==> src/rtl/vga_timing_defs.sv <==
// vga_timing_defs -- default 1024x768@60 timing constants shared by the
// timing generator and its testbench.
//   VGA_H_* : horizontal active / front porch / sync / back porch / polarity
//   VGA_V_* : vertical   active / front porch / sync / back porch / polarity
//   VGA_H_DIM / VGA_V_DIM : MSB index of the horizontal / vertical counts
package vga_timing_defs;

    localparam int VGA_H_RES  = 1024;
    localparam int VGA_H_FP   = 24;
    localparam int VGA_H_SYNC = 136;
    localparam int VGA_H_BP   = 160;
    localparam bit VGA_H_POL  = 1'b0;

    localparam int VGA_V_RES  = 768;
    localparam int VGA_V_FP   = 3;
    localparam int VGA_V_SYNC = 6;
    localparam int VGA_V_BP   = 29;
    localparam bit VGA_V_POL  = 1'b0;

    localparam int VGA_H_DIM  = 11;
    localparam int VGA_V_DIM  = 10;

endpackage

==> src/rtl/vga_timing_gen_pkg.sv <==
// vga_timing_gen_pkg -- helper functions shared by the timing generator and
// its axis counters.
//   axis_total  : total counts of one axis (active + porches + sync)
//   count_fits  : whether a terminal count fits in a counter whose MSB is dim
package vga_timing_gen_pkg;

    function automatic int axis_total(input int res, input int fp,
                                      input int sync, input int bp);
        return res + fp + sync + bp;
    endfunction

    function automatic bit count_fits(input int last, input int dim);
        return (last >> (dim + 1)) == 0;
    endfunction

endpackage

==> src/rtl/vga_timing_gen_if.sv <==
// vga_timing_gen_if -- video timing bundle between the timing generator
// (master) and a pixel pipeline consuming it (slave).
//   CE          : pixel-clock enable, driven by the consumer
//   HSYNC/VSYNC : sync levels
//   DISP_EN     : active-video flag
//   POS_X/POS_Y : current horizontal / vertical counts (blanking included)
//   LINE_START  : one-cycle pulse at horizontal count 0
//   FRAME_START : one-cycle pulse at count (0,0)
interface vga_timing_gen_if #(
    parameter int H_DIM = 11,
    parameter int V_DIM = 10
);

    logic         CE;
    logic         HSYNC;
    logic         VSYNC;
    logic         DISP_EN;
    logic [H_DIM:0] POS_X;
    logic [V_DIM:0] POS_Y;
    logic         LINE_START;
    logic         FRAME_START;

    modport master (
        input  CE,
        output HSYNC, VSYNC, DISP_EN, POS_X, POS_Y, LINE_START, FRAME_START
    );

    modport slave (
        output CE,
        input  HSYNC, VSYNC, DISP_EN, POS_X, POS_Y, LINE_START, FRAME_START
    );

endinterface

==> src/rtl/vga_axis_counter.sv <==
// vga_axis_counter -- one wrapping video-timing axis counter with decode.
//   PIX_CLK : pixel clock, rising edge
//   RST     : asynchronous active-high reset, clears the count
//   inc     : advance the count by one on this edge
//   cnt     : current count, 0..TOTAL-1
//   wrap    : inc is high and the count is at TOTAL-1 (wraps on this edge)
//   active  : count lies in the active region (cnt < RES)
//   sync    : sync level for the current count (POL inside the pulse)
module vga_axis_counter
    import vga_timing_defs::*;
    import vga_timing_gen_pkg::*;
#(
    parameter int RES  = VGA_H_RES,
    parameter int FP   = VGA_H_FP,
    parameter int SYNC = VGA_H_SYNC,
    parameter int BP   = VGA_H_BP,
    parameter bit POL  = VGA_H_POL,
    parameter int DIM  = VGA_H_DIM
)(
    input  logic         PIX_CLK,
    input  logic         RST,
    input  logic         inc,
    output logic [DIM:0] cnt,
    output logic         wrap,
    output logic         active,
    output logic         sync
);

    localparam int TOTAL      = axis_total(RES, FP, SYNC, BP);
    localparam int LAST_I     = TOTAL - 1;
    localparam int SYNC_BEG_I = RES + FP;
    localparam int SYNC_END_I = RES + FP + SYNC - 1;

    localparam logic [DIM:0] LAST_C     = LAST_I[DIM:0];
    localparam logic [DIM:0] RES_C      = RES[DIM:0];
    localparam logic [DIM:0] SYNC_BEG_C = SYNC_BEG_I[DIM:0];
    localparam logic [DIM:0] SYNC_END_C = SYNC_END_I[DIM:0];
    localparam logic [DIM:0] ZERO_C     = {(DIM + 1){1'b0}};
    localparam logic [DIM:0] ONE_C      = {{DIM{1'b0}}, 1'b1};

    // A zero-width sync pulse or a count that overflows the port is a
    // configuration error that must stop elaboration.
    if (SYNC == 0) begin : g_bad_sync
        $error("vga_axis_counter: SYNC must be non-zero");
    end
    if (!count_fits(LAST_I, DIM)) begin : g_bad_dim
        $error("vga_axis_counter: TOTAL-1 does not fit in DIM+1 bits");
    end

    logic [DIM:0] cnt_r;
    logic         wrap_s;
    logic         active_s;
    logic         sync_s;

    // Count register: advance on inc, wrap to zero after the last count.
    always_ff @(posedge PIX_CLK or posedge RST) begin
        if (RST) begin
            cnt_r <= ZERO_C;
        end else if (inc) begin
            if (cnt_r == LAST_C) begin
                cnt_r <= ZERO_C;
            end else begin
                cnt_r <= cnt_r + ONE_C;
            end
        end else begin
            cnt_r <= cnt_r;
        end
    end

    // Decode of the current count: wrap strobe, active region, sync level.
    always_comb begin
        wrap_s   = 1'b0;
        active_s = 1'b0;
        sync_s   = ~POL;
        if (inc && (cnt_r == LAST_C)) begin
            wrap_s = 1'b1;
        end else begin
            wrap_s = 1'b0;
        end
        if (cnt_r < RES_C) begin
            active_s = 1'b1;
        end else begin
            active_s = 1'b0;
        end
        if ((cnt_r >= SYNC_BEG_C) && (cnt_r <= SYNC_END_C)) begin
            sync_s = POL;
        end else begin
            sync_s = ~POL;
        end
    end

    assign cnt    = cnt_r;
    assign wrap   = wrap_s;
    assign active = active_s;
    assign sync   = sync_s;

endmodule

==> src/rtl/vga_timing_gen.sv <==
// vga_timing_gen -- VGA raster timing generator.
// Two chained axis counters produce the (hc,vc) raster position; every output
// is registered from the pair that was current before each CE=1 edge.
//   PIX_CLK : pixel clock, rising edge
//   RST     : asynchronous active-high reset
//   vga     : timing bundle (CE in; HSYNC, VSYNC, DISP_EN, POS_X, POS_Y,
//             LINE_START, FRAME_START out)
module vga_timing_gen
    import vga_timing_defs::*;
#(
    parameter int H_RES  = VGA_H_RES,
    parameter int H_FP   = VGA_H_FP,
    parameter int H_SYNC = VGA_H_SYNC,
    parameter int H_BP   = VGA_H_BP,
    parameter int V_RES  = VGA_V_RES,
    parameter int V_FP   = VGA_V_FP,
    parameter int V_SYNC = VGA_V_SYNC,
    parameter int V_BP   = VGA_V_BP,
    parameter bit H_POL  = VGA_H_POL,
    parameter bit V_POL  = VGA_V_POL,
    parameter int H_DIM  = VGA_H_DIM,
    parameter int V_DIM  = VGA_V_DIM
)(
    input  logic             PIX_CLK,
    input  logic             RST,
    vga_timing_gen_if.master vga
);

    localparam logic [H_DIM:0] H_ZERO_C = {(H_DIM + 1){1'b0}};
    localparam logic [V_DIM:0] V_ZERO_C = {(V_DIM + 1){1'b0}};

    logic [H_DIM:0] hc_s;
    logic [V_DIM:0] vc_s;
    logic           h_wrap_s;
    logic           h_active_s;
    logic           h_sync_s;
    logic           v_wrap_unused_s;
    logic           v_active_s;
    logic           v_sync_s;

    logic           hsync_r;
    logic           vsync_r;
    logic           disp_en_r;
    logic [H_DIM:0] pos_x_r;
    logic [V_DIM:0] pos_y_r;
    logic           line_start_r;
    logic           frame_start_r;

    vga_axis_counter #(
        .RES  (H_RES),
        .FP   (H_FP),
        .SYNC (H_SYNC),
        .BP   (H_BP),
        .POL  (H_POL),
        .DIM  (H_DIM)
    ) u_h_axis (
        .PIX_CLK (PIX_CLK),
        .RST     (RST),
        .inc     (vga.CE),
        .cnt     (hc_s),
        .wrap    (h_wrap_s),
        .active  (h_active_s),
        .sync    (h_sync_s)
    );

    // The vertical axis steps only on the edge where the line wraps, so
    // both counters return to zero together at the end of a frame.
    vga_axis_counter #(
        .RES  (V_RES),
        .FP   (V_FP),
        .SYNC (V_SYNC),
        .BP   (V_BP),
        .POL  (V_POL),
        .DIM  (V_DIM)
    ) u_v_axis (
        .PIX_CLK (PIX_CLK),
        .RST     (RST),
        .inc     (h_wrap_s),
        .cnt     (vc_s),
        .wrap    (v_wrap_unused_s),
        .active  (v_active_s),
        .sync    (v_sync_s)
    );

    // Output registers: capture the pre-edge position on CE=1; on CE=0 hold
    // levels and counts but drop the start pulses so they never repeat.
    always_ff @(posedge PIX_CLK or posedge RST) begin
        if (RST) begin
            hsync_r       <= ~H_POL;
            vsync_r       <= ~V_POL;
            disp_en_r     <= 1'b0;
            pos_x_r       <= H_ZERO_C;
            pos_y_r       <= V_ZERO_C;
            line_start_r  <= 1'b0;
            frame_start_r <= 1'b0;
        end else if (vga.CE) begin
            hsync_r       <= h_sync_s;
            vsync_r       <= v_sync_s;
            disp_en_r     <= h_active_s & v_active_s;
            pos_x_r       <= hc_s;
            pos_y_r       <= vc_s;
            line_start_r  <= (hc_s == H_ZERO_C);
            frame_start_r <= (hc_s == H_ZERO_C) && (vc_s == V_ZERO_C);
        end else begin
            hsync_r       <= hsync_r;
            vsync_r       <= vsync_r;
            disp_en_r     <= disp_en_r;
            pos_x_r       <= pos_x_r;
            pos_y_r       <= pos_y_r;
            line_start_r  <= 1'b0;
            frame_start_r <= 1'b0;
        end
    end

    assign vga.HSYNC       = hsync_r;
    assign vga.VSYNC       = vsync_r;
    assign vga.DISP_EN     = disp_en_r;
    assign vga.POS_X       = pos_x_r;
    assign vga.POS_Y       = pos_y_r;
    assign vga.LINE_START  = line_start_r;
    assign vga.FRAME_START = frame_start_r;

endmodule

==> src/flat_wrapper.sv <==
// flat-port wrapper written by rule: the top's interface ports become plain ports
module vga_timing_gen_flat import vga_timing_defs::*;
#(
    parameter int H_RES  = VGA_H_RES,
    parameter int H_FP   = VGA_H_FP,
    parameter int H_SYNC = VGA_H_SYNC,
    parameter int H_BP   = VGA_H_BP,
    parameter int V_RES  = VGA_V_RES,
    parameter int V_FP   = VGA_V_FP,
    parameter int V_SYNC = VGA_V_SYNC,
    parameter int V_BP   = VGA_V_BP,
    parameter bit H_POL  = VGA_H_POL,
    parameter bit V_POL  = VGA_V_POL,
    parameter int H_DIM  = VGA_H_DIM,
    parameter int V_DIM  = VGA_V_DIM
)
  (PIX_CLK, RST, vga_CE, vga_HSYNC, vga_VSYNC, vga_DISP_EN, vga_POS_X, vga_POS_Y, vga_LINE_START, vga_FRAME_START);
  vga_timing_gen_if #(.H_DIM(H_DIM), .V_DIM(V_DIM)) vga_i ();
  input  logic PIX_CLK;
  input  logic RST;
  input wire logic [$bits(vga_i.CE)-1:0] vga_CE;
  output wire logic [$bits(vga_i.HSYNC)-1:0] vga_HSYNC;
  output wire logic [$bits(vga_i.VSYNC)-1:0] vga_VSYNC;
  output wire logic [$bits(vga_i.DISP_EN)-1:0] vga_DISP_EN;
  output wire logic [$bits(vga_i.POS_X)-1:0] vga_POS_X;
  output wire logic [$bits(vga_i.POS_Y)-1:0] vga_POS_Y;
  output wire logic [$bits(vga_i.LINE_START)-1:0] vga_LINE_START;
  output wire logic [$bits(vga_i.FRAME_START)-1:0] vga_FRAME_START;
  assign vga_i.CE = vga_CE;
  assign vga_HSYNC = vga_i.HSYNC;
  assign vga_VSYNC = vga_i.VSYNC;
  assign vga_DISP_EN = vga_i.DISP_EN;
  assign vga_POS_X = vga_i.POS_X;
  assign vga_POS_Y = vga_i.POS_Y;
  assign vga_LINE_START = vga_i.LINE_START;
  assign vga_FRAME_START = vga_i.FRAME_START;
  vga_timing_gen #(.H_RES(H_RES), .H_FP(H_FP), .H_SYNC(H_SYNC), .H_BP(H_BP), .V_RES(V_RES), .V_FP(V_FP), .V_SYNC(V_SYNC), .V_BP(V_BP), .H_POL(H_POL), .V_POL(V_POL), .H_DIM(H_DIM), .V_DIM(V_DIM)) u_core (.PIX_CLK(PIX_CLK), .RST(RST), .vga(vga_i));
endmodule
==> config.mk <==
export PLATFORM = sky130hd
export DESIGN_NAME = vga_timing_gen_flat
export DESIGN_NICKNAME = d
export VERILOG_FILES = /design/src/rtl/vga_timing_defs.sv /design/src/rtl/vga_timing_gen_pkg.sv /design/src/rtl/vga_timing_gen_if.sv /design/src/rtl/vga_axis_counter.sv /design/src/rtl/vga_timing_gen.sv /design/src/flat_wrapper.sv
export SDC_FILE = /design/constraint.sdc
export NUM_CORES = 1
export LEC_CHECK = 0
export BUFFER_PORTS_ARGS = -buffer_cell sky130_fd_sc_hd__buf_2
export CAP_MARGIN = 20
export CORE_MARGIN = 4
export CORE_UTILIZATION = 56
export CTS_CLUSTER_DIAMETER = 30
export DETAILED_ROUTE_END_ITERATION = 7
export HOLD_SLACK_MARGIN = 0.1
export PLACE_DENSITY = 0.78
export SLEW_MARGIN = 20
export SYNTH_ARGS = -nofsm -noshare
export SYNTH_HDL_FRONTEND = slang
export SYNTH_HIERARCHICAL = 1
export SYNTH_SLANG_ARGS = --single-unit
export TNS_END_PERCENT = 100
==> constraint.sdc <==
create_clock -name PIX_CLK -period 3.3 [get_ports PIX_CLK]
set_clock_uncertainty 0.05 [all_clocks]
set_input_delay 0.66 -clock PIX_CLK [delete_from_list [all_inputs] [get_ports PIX_CLK]]
set_output_delay 0.66 -clock PIX_CLK [all_outputs]
set_load 0.005 [all_outputs]
======== After elaboration in Yosys (flattened, before gate mapping) ========
Cells that the tools add are included.
word-level totals
  register bits ........................... 51
  bits of input ports ..................... 3
  output and inout port bits .............. 28
  word-level logic and storage cells ...... 35
operators by class
  add/subtract/negate cells ............... 2
  $lt $le $gt $ge ......................... 6
  eq/ne operators ......................... 2
  mux-type cells .......................... 9
  bitwise logic cells ..................... 1
  reductions and logical operators ........ 6
operator list
  cell                                                                                   count
  12-bit by 1-bit adder with 12-bit output, second input constant                        1
  12-bit by 11-bit equality test with 1-bit output, second input constant                1
  12-bit by 11-bit greater-or-equal comparator with 1-bit output, second input constant  1
  12-bit by 11-bit <= comparator with 1-bit output, second input constant                1
  12-bit logical NOT                                                                     1
  12-bit by 11-bit < comparator with 1-bit output, second input constant                 1
  12-bit 2-to-1 mux                                                                      1
  11-bit by 1-bit adder with 11-bit output, second input constant                        1
  11-bit by 10-bit equality test with 1-bit output, second input constant                1
  11-bit by 10-bit greater-or-equal comparator with 1-bit output, second input constant  1
  11-bit by 10-bit <= comparator with 1-bit output, second input constant                1
  11-bit logical NOT                                                                     1
  11-bit by 10-bit < comparator with 1-bit output, second input constant                 1
  11-bit 2-to-1 mux                                                                      1
  1-bit 2-to-1 mux                                                                       7
  1-bit logical AND                                                                      4
  1-bit AND                                                                              1

======== Depth between registers and ports, before layout ========
Gate-level depths: netlist (run 1).
  word-level depth ........................ 3
  depth in mapped cells ................... 8

======== Modules after synthesis ========
The synthesis (run 1) kept the hierarchy.
by module, submodules not included
  module                               instances  cells each  area an instance (sq um)  seq. area each (sq um)
  vga_timing_gen                       1          69          1,084.8                   703.2
  vga_axis_counter at u_core.u_v_axis  1          64          619.3                     275.3
  vga_axis_counter at u_core.u_h_axis  1          66          610.6                     300.3

======== Worst setup path before layout (run 1) ========
No wires, ideal clock.
  path type ............................... reg-to-reg
  start point ............................. register u_core.u_h_axis.cnt_r[0] (netlist: u_core/u_h_axis/cnt[0])
  end point ............................... register u_core.u_v_axis.cnt_r[9] (netlist: u_core/u_v_axis/cnt[9])
  arrival ................................. 2.148 ns
  data required time ...................... 3.173 ns
  setup slack ............................. 1.024 ns
  stages on the path, launching flop included .. 9
  buffers on the path ..................... 1
  period minus slack after synthesis ...... 2.276 ns
  cells stage by stage .................... dfrtp_1 > ha_1 > nand3_2 > or2_4 > nor2_1 > buf_2 > nand4_1 > or4_1 > a21oi_1
between the ends
  cells in the longest elaborated chain, start to end .. 3
ends and longest elaborated chain
  what                                              line                    source
  from (decl)                                       vga_axis_counter.sv:50  logic [DIM:0] cnt_r;
  from (signal assigned)                            vga_axis_counter.sv:63  cnt_r <= cnt_r + ONE_C;
  from (signal assigned)                            vga_axis_counter.sv:66  cnt_r <= cnt_r;
  12-bit by 11-bit equality test with 1-bit output  vga_axis_counter.sv:75  if (inc && (cnt_r == LAST_C)) begin
  1-bit logical AND                                 vga_axis_counter.sv:75
  1-bit 2-to-1 mux                                  vga_axis_counter.sv:75
  via u_core.h_wrap_s                               vga_timing_gen.sv:34    logic h_wrap_s;
  to (signal assigned)                              vga_axis_counter.sv:63
  to (signal assigned)                              vga_axis_counter.sv:66
  to (decl)                                         vga_axis_counter.sv:50
The timed path passes the listed nets, and every way through them passes these cells.
A chain may end at the register's enable or synchronous reset.

======== Worst setup path after layout (run 1) ========
Ends and elaborated chain as after synthesis.

==> metrics, run 1 <==
# DRC=0; synthesis-to-layout area growth=14.4%; sw power=0.365 mW; Fin Hold WS=0.305 ns; Post-CTS Setup Bufs=0; crit path kind=reg -> reg; peak supply drop=541 uV; first-pass GRT wire length=7510 um; status=finished, final reports clean; Worst Path Arrival=2.59 ns; largest family of logic cells by synthesized area=simple AND/OR/NAND/NOR gates; total negative slack=0 ns; initial antenna violation count=0; post-DR wirelength/cell=15.3 um; worst slew pin tran=0.581 ns; min-delay worst type=in -> async; IO buf count=30; PD cells=548 mW/mm^2; cells after synthesis=199; LEAKAGE=1.26 nW; # diodes=0; design area=0.00265 mm^2; clk sink count=51; FP Rows=23; #FFs+latches synth=51; Vias=1,610; clock share of power=0.350; Longest Clk Path Bufs=2; largest net degree at the start of global routing=36; worst skew pair latency=0.31 ns; Syn Std Cell Area=0.00231 mm^2; mux contribution to synthesized area=0.130; sw frac=0.252; Adder-Cell Fraction of Synth Area=0.0216; Simple-Gate Fraction of Synth Area=0.174; fraction of layout cells with a size suffix above 1=0.312; post-cts sizing count=0; Crit path largest cell delay=0.56 ns; Max Cap Viol=0; vias in the first global route=1,599; P_int=1.09 mW; CTS tree=done; Comb pwr share=0.121; Seq pwr share=0.529; Die X=72.3 um; Synth Net Count=206; HPWL after detailed placement=3020 um; 1st-pass router iterations=4; CTS Buf Count=5; Clock transition at path regs=0.10 ns; cts hold-fix bufs=0; Initial Util=0.579; sequential element share of the synthesized area=0.552; startpoint types=flip-flop; Post-Route WL=4340 um; final-stage net count=240; initial drt markers=82; H-tree depth=2; minimum clock period=2.39 ns; core area=0.00400 mm^2; Synth Area in XOR/XNOR=0.0530; Distinct cells, synth=34; clk root buf=clkbuf_8; slew margin rel.=0.612; fmax=418 MHz; reg2reg start=u_core/u_h_axis/cnt[0]; worst flop-to-flop path endpoint=u_core/u_v_axis/cnt[9]; Power, Total=1.45 mW; Setup Viol. Count Final=0; flop2flop setup slack=0.91 ns; Total GRT Usage=0.186; gp weighted congestion=0.796; Slew Limit Fails=0; Avg Cell Area, Syn=11.6 um^2; post-route clock period utilization=0.725; Fin. Hold Viols=0; Die Height=72.3 um; critical path cell sequence=ha_1, nand3_2, or2_4, nor2_1, buf_4, nand4_1, or4_1, a21oi_1; WP buf/inv=1; I/O Pins=31; Max FO, Critical Path=9; CP max stage cell=or4_1; critical path's top delay family=simple AND/OR/NAND/NOR gates; worst r2r path cells=8; worst path required time=3.49 ns; Ys Warns=6; RSZ-0062 raised after global routing=false; post-synthesis compound-gate area fraction=0.0438; ANT nets after route=0; Worst setup EP type=flip-flop; Vias/cell=5.67; die area=0.00523 mm^2; Congestion Overflow GR=0; dpl cell area=0.00251 mm^2
## power groups by stage
stage / Sequential, mW / Clock, mW / Combinational [mW]
after floorplan: 0.763 / 0 / 0.119
after global placement: 0.776 / 0 / 0.170
after detailed placement: 0.777 / 0 / 0.177
after CTS: 0.766 / 0.518 / 0.178
after global routing: 0.778 / 0.544 / 0.200
final: 0.767 / 0.508 / 0.176
## flip-flops by register name, summed over array words and instances, names as in the netlist
| signal | cells |
|---|---|
| u_core/u_h_axis/cnt | 12 |
| u_core/vga.POS_X | 12 |
| u_core/u_v_axis/cnt | 11 |
| u_core/vga.POS_Y | 11 |
| u_core/vga.DISP_EN | 1 |
| u_core/vga.FRAME_START | 1 |
| u_core/vga.HSYNC | 1 |
| u_core/vga.LINE_START | 1 |
| u_core/vga.VSYNC | 1 |
## cells by family (layout without fill, tap and decap cells)
logic type | after synthesis | after routing
compound gates | 18 | 18
xor+xnor | 14 | 14
fa+ha+maj | 4 | 4
buf+inv | 13 | 48
flops | 51 | 51
mux | 27 | 27
simple gates | 72 | 72
## layout by cell type (no fill, tap or decap), drive strengths merged
cell	count
dfrtp	49
buf	32
mux2	25
nor2	19
nand2	14
nand3	10
xnor2	9
inv	8
a21oi	7
o21ai	6
nand4	6
clkbuf	6
xor2	5
nor4	5
nor3	4
ha	4
nand2b	3
or4	3
bufinv	2
and4	2
or3	2
mux2i	2
o31ai	2
dfstp	2
nor4b	1
or2	1
a31oi	1
or2b	1
nand4b	1
o22ai	1
o311ai	1
## final cells by class
type | count | area (um^2)
sequential | 51 | 1280
tap | 50 | 62.6
timing repair buffer | 32 | 165
fill | 304 | 1350
clock inverter | 2 | 60.1
clock buffer | 6 | 72.6
multi-input combinational | 135 | 978
inverter | 8 | 30.0
## through the flow
stage,worst slack (ns),cells,utilization
after detailed placement,0.884,276,0.629
after floorplan,1.02,199,-
final,0.907,284,0.662
after global routing,0.691,284,0.662
after global placement,0.933,276,0.629
after CTS,0.907,284,0.662
## synth_stat cells
cell type | number | share of area
nand2b_1 | 3 | 0.0081
nand3_2 | 2 | 0.0086
dfstp_2 | 2 | 0.023
or3_1 | 2 | 0.0054
nand3_1 | 8 | 0.017
nor4_4 | 1 | 0.0092
nand4_1 | 6 | 0.016
o21ai_0 | 6 | 0.013
o22ai_1 | 1 | 0.0027
mux2_2 | 25 | 0.12
mux2i_1 | 2 | 0.0086
nor4b_2 | 1 | 0.0065
ha_1 | 4 | 0.022
o31ai_1 | 2 | 0.0065
nor4_1 | 4 | 0.011
or4_4 | 1 | 0.0049
nor3_1 | 4 | 0.0086
and4_1 | 2 | 0.0076
or4_1 | 2 | 0.0065
a21oi_1 | 7 | 0.015
buf_4 | 1 | 0.0032
a31oi_1 | 1 | 0.0027
nand2_1 | 14 | 0.023
clkbuf_2 | 1 | 0.0022
xnor2_1 | 9 | 0.034
o311ai_0 | 1 | 0.0038
nand4b_1 | 1 | 0.0038
or2_4 | 1 | 0.0038
buf_2 | 3 | 0.0065
or2b_1 | 1 | 0.0032
xor2_1 | 5 | 0.019
dfrtp_1 | 49 | 0.53
inv_1 | 8 | 0.013
nor2_1 | 19 | 0.031
## routing by layer
layer | global-route usage | routed length, um | up-vias | part of all wire
li1 | - | - | 771 | -
met1 | 0.272 | 2150 | 781 | 0.49
met2 | 0.266 | 1870 | 52 | 0.43
met3 | 0.0582 | 271 | 6 | 0.062
met4 | 0.0585 | 57 | 0 | 0.013
met5 | 0 | 0 | - | 0
## worst max-delay path by stage
stage	from	endpoint	slack [ns]	cells past startpoint
global placement	vga_CE	u_core/u_v_axis/cnt[9]	0.93	8
finish	u_core/u_h_axis/cnt[0]	u_core/u_v_axis/cnt[9]	0.91	8
floorplan	u_core/u_h_axis/cnt[0]	u_core/u_v_axis/cnt[9]	1.02	8
CTS	u_core/u_h_axis/cnt[0]	u_core/u_v_axis/cnt[9]	0.91	8
detailed placement	vga_CE	u_core/u_v_axis/cnt[9]	0.88	8
global route	u_core/u_h_axis/cnt[0]	u_core/u_v_axis/cnt[9]	0.69	8
No activity file was read; power rests on OpenSTA's default activity.
==> run 2: changes to the inputs <==
- CORE_UTILIZATION: 56 -> 51
- PLACE_DENSITY: 0.78 -> 0.75
- clock period: 3.3 -> 2.1 ns (I/O delays scaled with it)
==> metrics, run 2 (synthesis gave the netlist of run 1 again) <==
initial antenna violation count=0 (unchanged); Vias=1,683 (was 1,610); most common cell after layout, fill and taps aside=dfrtp_1 (unchanged); minimum clock period=2.07 ns (was 2.39 ns); worst path required time=2.28 ns (was 3.49 ns); startpoint types=flip-flop (unchanged); peak supply drop=458 uV (was 541 uV); 1st-pass router iterations=4 (unchanged); clk sink count=51 (unchanged); Die X=75.4 um (was 72.3 um); post-route clock period utilization=0.985 (was 0.725); FP Rows=24 (was 23); # DRC=0 (unchanged); worst skew pair latency=0.30 ns (was 0.31 ns); # diodes=0 (unchanged); Max FO, Critical Path=7 (was 9); Setup Viol. Count Final=0 (unchanged); die area=0.00568 mm^2 (was 0.00523 mm^2); min-delay worst type=reg -> reg (was in -> async); PD cells=759 mW/mm^2 (was 548 mW/mm^2); Place WS=0.0157 ns (was 0.884 ns); design area=0.00281 mm^2 (was 0.00265 mm^2); H-tree depth=2 (unchanged); final core utilization=0.641 (was 0.662); dpl cell area=0.00264 mm^2 (was 0.00251 mm^2); Clock transition at path regs=0.09 ns (was 0.10 ns); vias in the first global route=1,583 (was 1,599); clk root buf=clkbuf_8 (unchanged); Fin. Hold Viols=0 (unchanged); Congestion Overflow GR=0 (unchanged); Longest Clk Path Bufs=2 (unchanged); largest net degree at the start of global routing=36 (unchanged); fmax=483 MHz (was 418 MHz); final-stage net count=262 (was 240); highest-count cells in the layout ignoring fill and taps=48 x dfrtp_1, 30 x buf_2, 25 x mux2_2, 23 x buf_4, 18 x nor2_1 (was 49 x dfrtp_1, 30 x buf_2, 25 x mux2_2, 19 x nor2_1, 14 x nand2_1); Max Cap Viol=0 (unchanged); Fin Hold WS=0.455 ns (was 0.305 ns); Final WS setup=0.0310 ns (was 0.907 ns); worst slew pin tran=0.497 ns (was 0.581 ns); status=finished, final reports clean (unchanged); Post-Route WL=4560 um (was 4340 um); CTS tree=done (unchanged); Vias/cell=5.46 (was 5.67); Slew Limit Fails=0 (unchanged); Die Height=75.4 um (was 72.3 um); Power, Total=2.13 mW (was 1.45 mW); first-pass GRT wire length=7760 um (was 7510 um); HPWL after detailed placement=3220 um (was 3020 um); initial drt markers=103 (was 82); crit path kind=reg -> reg (unchanged); Worst setup EP type=flip-flop (unchanged); fraction of layout cells with a size suffix above 1=0.395 (was 0.312); gp weighted congestion=0.858 (was 0.796); post-DR wirelength/cell=14.8 um (was 15.3 um); total negative slack=0 ns (unchanged); Initial Util=0.528 (was 0.579); IO buf count=30 (unchanged); core area=0.00438 mm^2 (was 0.00400 mm^2); RSZ-0062 raised after global routing=true (was false); CTS Buf Count=5 (unchanged); Worst Path Arrival=2.25 ns (was 2.59 ns); synthesis-to-layout area growth=21.4% (was 14.4%); Cell Count, Final, Fillers Out=308 (was 284); I/O Pins=31 (unchanged); slew margin rel.=0.668 (was 0.612); LEAKAGE=1.35 nW (was 1.26 nW); Total GRT Usage=0.181 (was 0.186); dpl cells=293 (was 276); ANT nets after route=0 (unchanged)
## run 2: cell type report
cell class | instances | area [um^2]
repair buffers | 54 | 333
multi-input cells | 135 | 1010
flip-flops and latches | 51 | 1280
fillers | 375 | 1580
clock buffers | 7 | 86.3
inverters | 8 | 30.0
well taps | 52 | 65.1
clock inverters | 1 | 5.00
## run 2: timing repair
item,CTS,global route
setup endpoints to repair,1,7
endpoints found under the hold margin,8,0
buffers inserted,3,3
pin swaps,2,3
hold buffers,1,0
resized for setup,1,5
## run 2: final timing paths
| kind | start | end | slack [ns] | depth (start not counted) |
|---|---|---|---|---|
| max in group asynchronous | RST | u_core/u_h_axis/cnt[9] | 0.98 | 3 |
| worst min-delay path | u_core/vga.POS_X[8] | u_core/vga.POS_X[8] | 0.46 | 1 |
| worst max register to register | u_core/u_h_axis/cnt[1] | u_core/u_v_axis/cnt[9] | 0.03 | 7 |
| min in group asynchronous | RST | u_core/u_v_axis/cnt[10] | 0.64 | 3 |
| worst min register to register | u_core/vga.POS_X[8] | u_core/vga.POS_X[8] | 0.46 | 1 |
| worst max-delay path | u_core/u_h_axis/cnt[1] | u_core/u_v_axis/cnt[9] | 0.03 | 7 |
## run 2: worst max-delay path, stage by stage (launching register included)
cell and delay, ns:
dfrtp_1 0.37, ha_2 0.19, nand3_2 0.08, or2_4 0.28, nor2_4 0.17, nand4_1 0.24
or4_4 0.48, a21oi_2 0.14
## run 2: metal layers
metal | vias to the layer above | global-route usage | share of wire
met1 | 815 | 0.270 | 0.48
met4 | 0 | 0.0524 | 0.015
li1 | 814 | - | -
met5 | - | 0 | 0
met2 | 48 | 0.267 | 0.45
met3 | 6 | 0.0396 | 0.055
## run 2: where the power goes
part	total [mW]	internal [mW]	switching, mW
clock	0.568	0.266	0.302
combinational	0.427	0.222	0.205
sequential	1.14	1.08	0.0561
==> run 3: changes to the inputs <==
- ABC_CLOCK_PERIOD_IN_PS: default -> 2100
- CORE_ASPECT_RATIO: default -> 0.8
- CORE_UTILIZATION: 51 -> 37
- PLACE_DENSITY: 0.75 -> 0.57
==> metrics, run 3 (synthesis gave the netlist of run 1 again) <==
status=finished, final reports clean (unchanged); Initial Util=0.387 (was 0.528); post-DR wirelength/cell=14.5 um (was 14.8 um); post-route clock period utilization=0.945 (was 0.985); Die Height=78.7 um (was 75.4 um); worst slew pin tran=0.475 ns (was 0.497 ns); HPWL after detailed placement=3570 um (was 3220 um); Post-Route WL=4920 um (was 4560 um); # diodes=0 (unchanged); clk sink count=51 (unchanged); H-tree depth=2 (unchanged); Total GRT Usage=0.141 (was 0.181); gp weighted congestion=0.815 (was 0.858); slew margin rel.=0.683 (was 0.668); initial antenna violation count=0 (unchanged); largest net degree at the start of global routing=36 (unchanged); clk root buf=clkbuf_8 (unchanged); # DRC=0 (unchanged); initial drt markers=72 (was 103); first-pass GRT wire length=8270 um (was 7760 um); min-delay worst type=reg -> reg (unchanged); fraction of layout cells with a size suffix above 1=0.398 (was 0.395); CTS tree=done (unchanged); crit path kind=reg -> reg (unchanged); Worst Path Arrival=2.17 ns (was 2.25 ns); LEAKAGE=1.38 nW (was 1.35 nW); most common cell after layout, fill and taps aside=dfrtp_1 (unchanged); die area=0.00759 mm^2 (was 0.00568 mm^2); Fin. Hold Viols=0 (unchanged); PD cells=782 mW/mm^2 (was 759 mW/mm^2); final-stage net count=265 (was 262); Power, Total=2.26 mW (was 2.13 mW); synthesis-to-layout area growth=24.9% (was 21.4%); ANT nets after route=0 (unchanged); Longest Clk Path Bufs=2 (unchanged); I/O Pins=31 (unchanged); flop2flop setup slack=0.12 ns (was 0.03 ns); design area=0.00289 mm^2 (was 0.00281 mm^2); Filler cells=567 (was 375); Die X=96.4 um (was 75.4 um); worst skew pair latency=0.29 ns (was 0.30 ns); dpl cell area=0.00271 mm^2 (was 0.00264 mm^2); Setup Viol. Count Final=0 (unchanged); Max Cap Viol=0 (unchanged); Fin Hold WS=0.457 ns (was 0.455 ns); vias in the first global route=1,662 (was 1,583); minimum clock period=1.98 ns (was 2.07 ns); IO buf count=30 (unchanged); peak supply drop=510 uV (was 458 uV); CTS Buf Count=5 (unchanged); highest-count cells in the layout ignoring fill and taps=49 x dfrtp_1, 30 x buf_2, 25 x mux2_2, 25 x buf_4, 18 x nor2_1 (was 48 x dfrtp_1, 30 x buf_2, 25 x mux2_2, 23 x buf_4, 18 x nor2_1); fmax=504 MHz (was 483 MHz); core area=0.00597 mm^2 (was 0.00438 mm^2); FP Rows=25 (was 24); startpoint types=flip-flop (unchanged); area occupied by registers=0.00128 mm^2 (about the same); Multi-input gate area=0.00100 mm^2 (was 0.00101 mm^2); 1st-pass router iterations=4 (unchanged); Max FO, Critical Path=4 (was 7); Vias=1,688 (was 1,683); Congestion Overflow GR=0 (unchanged); Clock transition at path regs=0.09 ns (about the same); Slew Limit Fails=0 (unchanged); Vias/cell=4.96 (was 5.46); Worst setup EP type=flip-flop (unchanged); worst path required time=2.28 ns (about the same)
-- run 3: worst paths after layout --
kind | start | endpoint | depth (start not counted)
worst max-delay path | u_core/u_h_axis/cnt[0] | u_core/u_v_axis/cnt[9] | 7
worst min-delay path | u_core/vga.POS_Y[4] | u_core/vga.POS_Y[4] | 1
worst max register to register | u_core/u_h_axis/cnt[0] | u_core/u_v_axis/cnt[9] | 7
worst min register to register | u_core/vga.POS_Y[4] | u_core/vga.POS_Y[4] | 1
max in group asynchronous | RST | u_core/vga.VSYNC | 4
min in group asynchronous | RST | u_core/vga.POS_X[11] | 3
-- run 3: where the power goes --
part	switching (mW)	internal, mW	leakage [nW]
clock	0.308	0.386	0.0612
combinational	0.210	0.220	0.660
sequential	0.0558	1.08	0.662
-- run 3: what timing repair did --
action,CTS,global route
gates resized for setup,0,5
hold buffers,1,0
hold endpoints to repair,17,0
endpoints found under the setup margin,0,3
setup buffers,0,5
-- run 3: stage by stage --
step / TNS, ns / worst slack [ns] / utilization / instances
after floorplan: 0 / 0.0289 / - / 199
after global placement: 0 / 0.139 / 0.453 / 326
after detailed placement: 0 / 0.0730 / 0.453 / 326
after CTS: 0 / 0.0520 / 0.474 / 335
after global routing: -0.0551 / -0.0344 / 0.484 / 340
final: 0 / 0.116 / 0.484 / 340
-- run 3: worst max-delay path, cell delays in order (launching register included) --
cell	delay [ns]
dfrtp_1	0.36
ha_2	0.19
nand3_2	0.06
or2_4	0.26
nor2_4	0.16
nand4_1	0.17
or4_4	0.56
a21oi_2	0.12
-- run 3: layout make-up --
| class | instances | share of cell area |
|---|---|---|
| Clock buffer | 6 | 0.0286 |
| Clock inverter | 2 | 0.0121 |
| Inverter | 8 | 0.0104 |
| Multi-Input combinational cell | 135 | 0.347 |
| Sequential cell | 51 | 0.442 |
| Tap cell | 81 | 0.0350 |
| Timing Repair Buffer | 57 | 0.124 |
-- run 3: routing by layer --
| layer | track usage | up-vias | wire [um] |
|---|---|---|---|
| met5 | 0 | - | 0 |
| met2 | 0.190 | 44 | 1980 |
| met4 | 0.0448 | 0 | 61 |
| li1 | - | 826 | - |
| met1 | 0.221 | 814 | 2630 |
| met3 | 0.0313 | 4 | 244 |
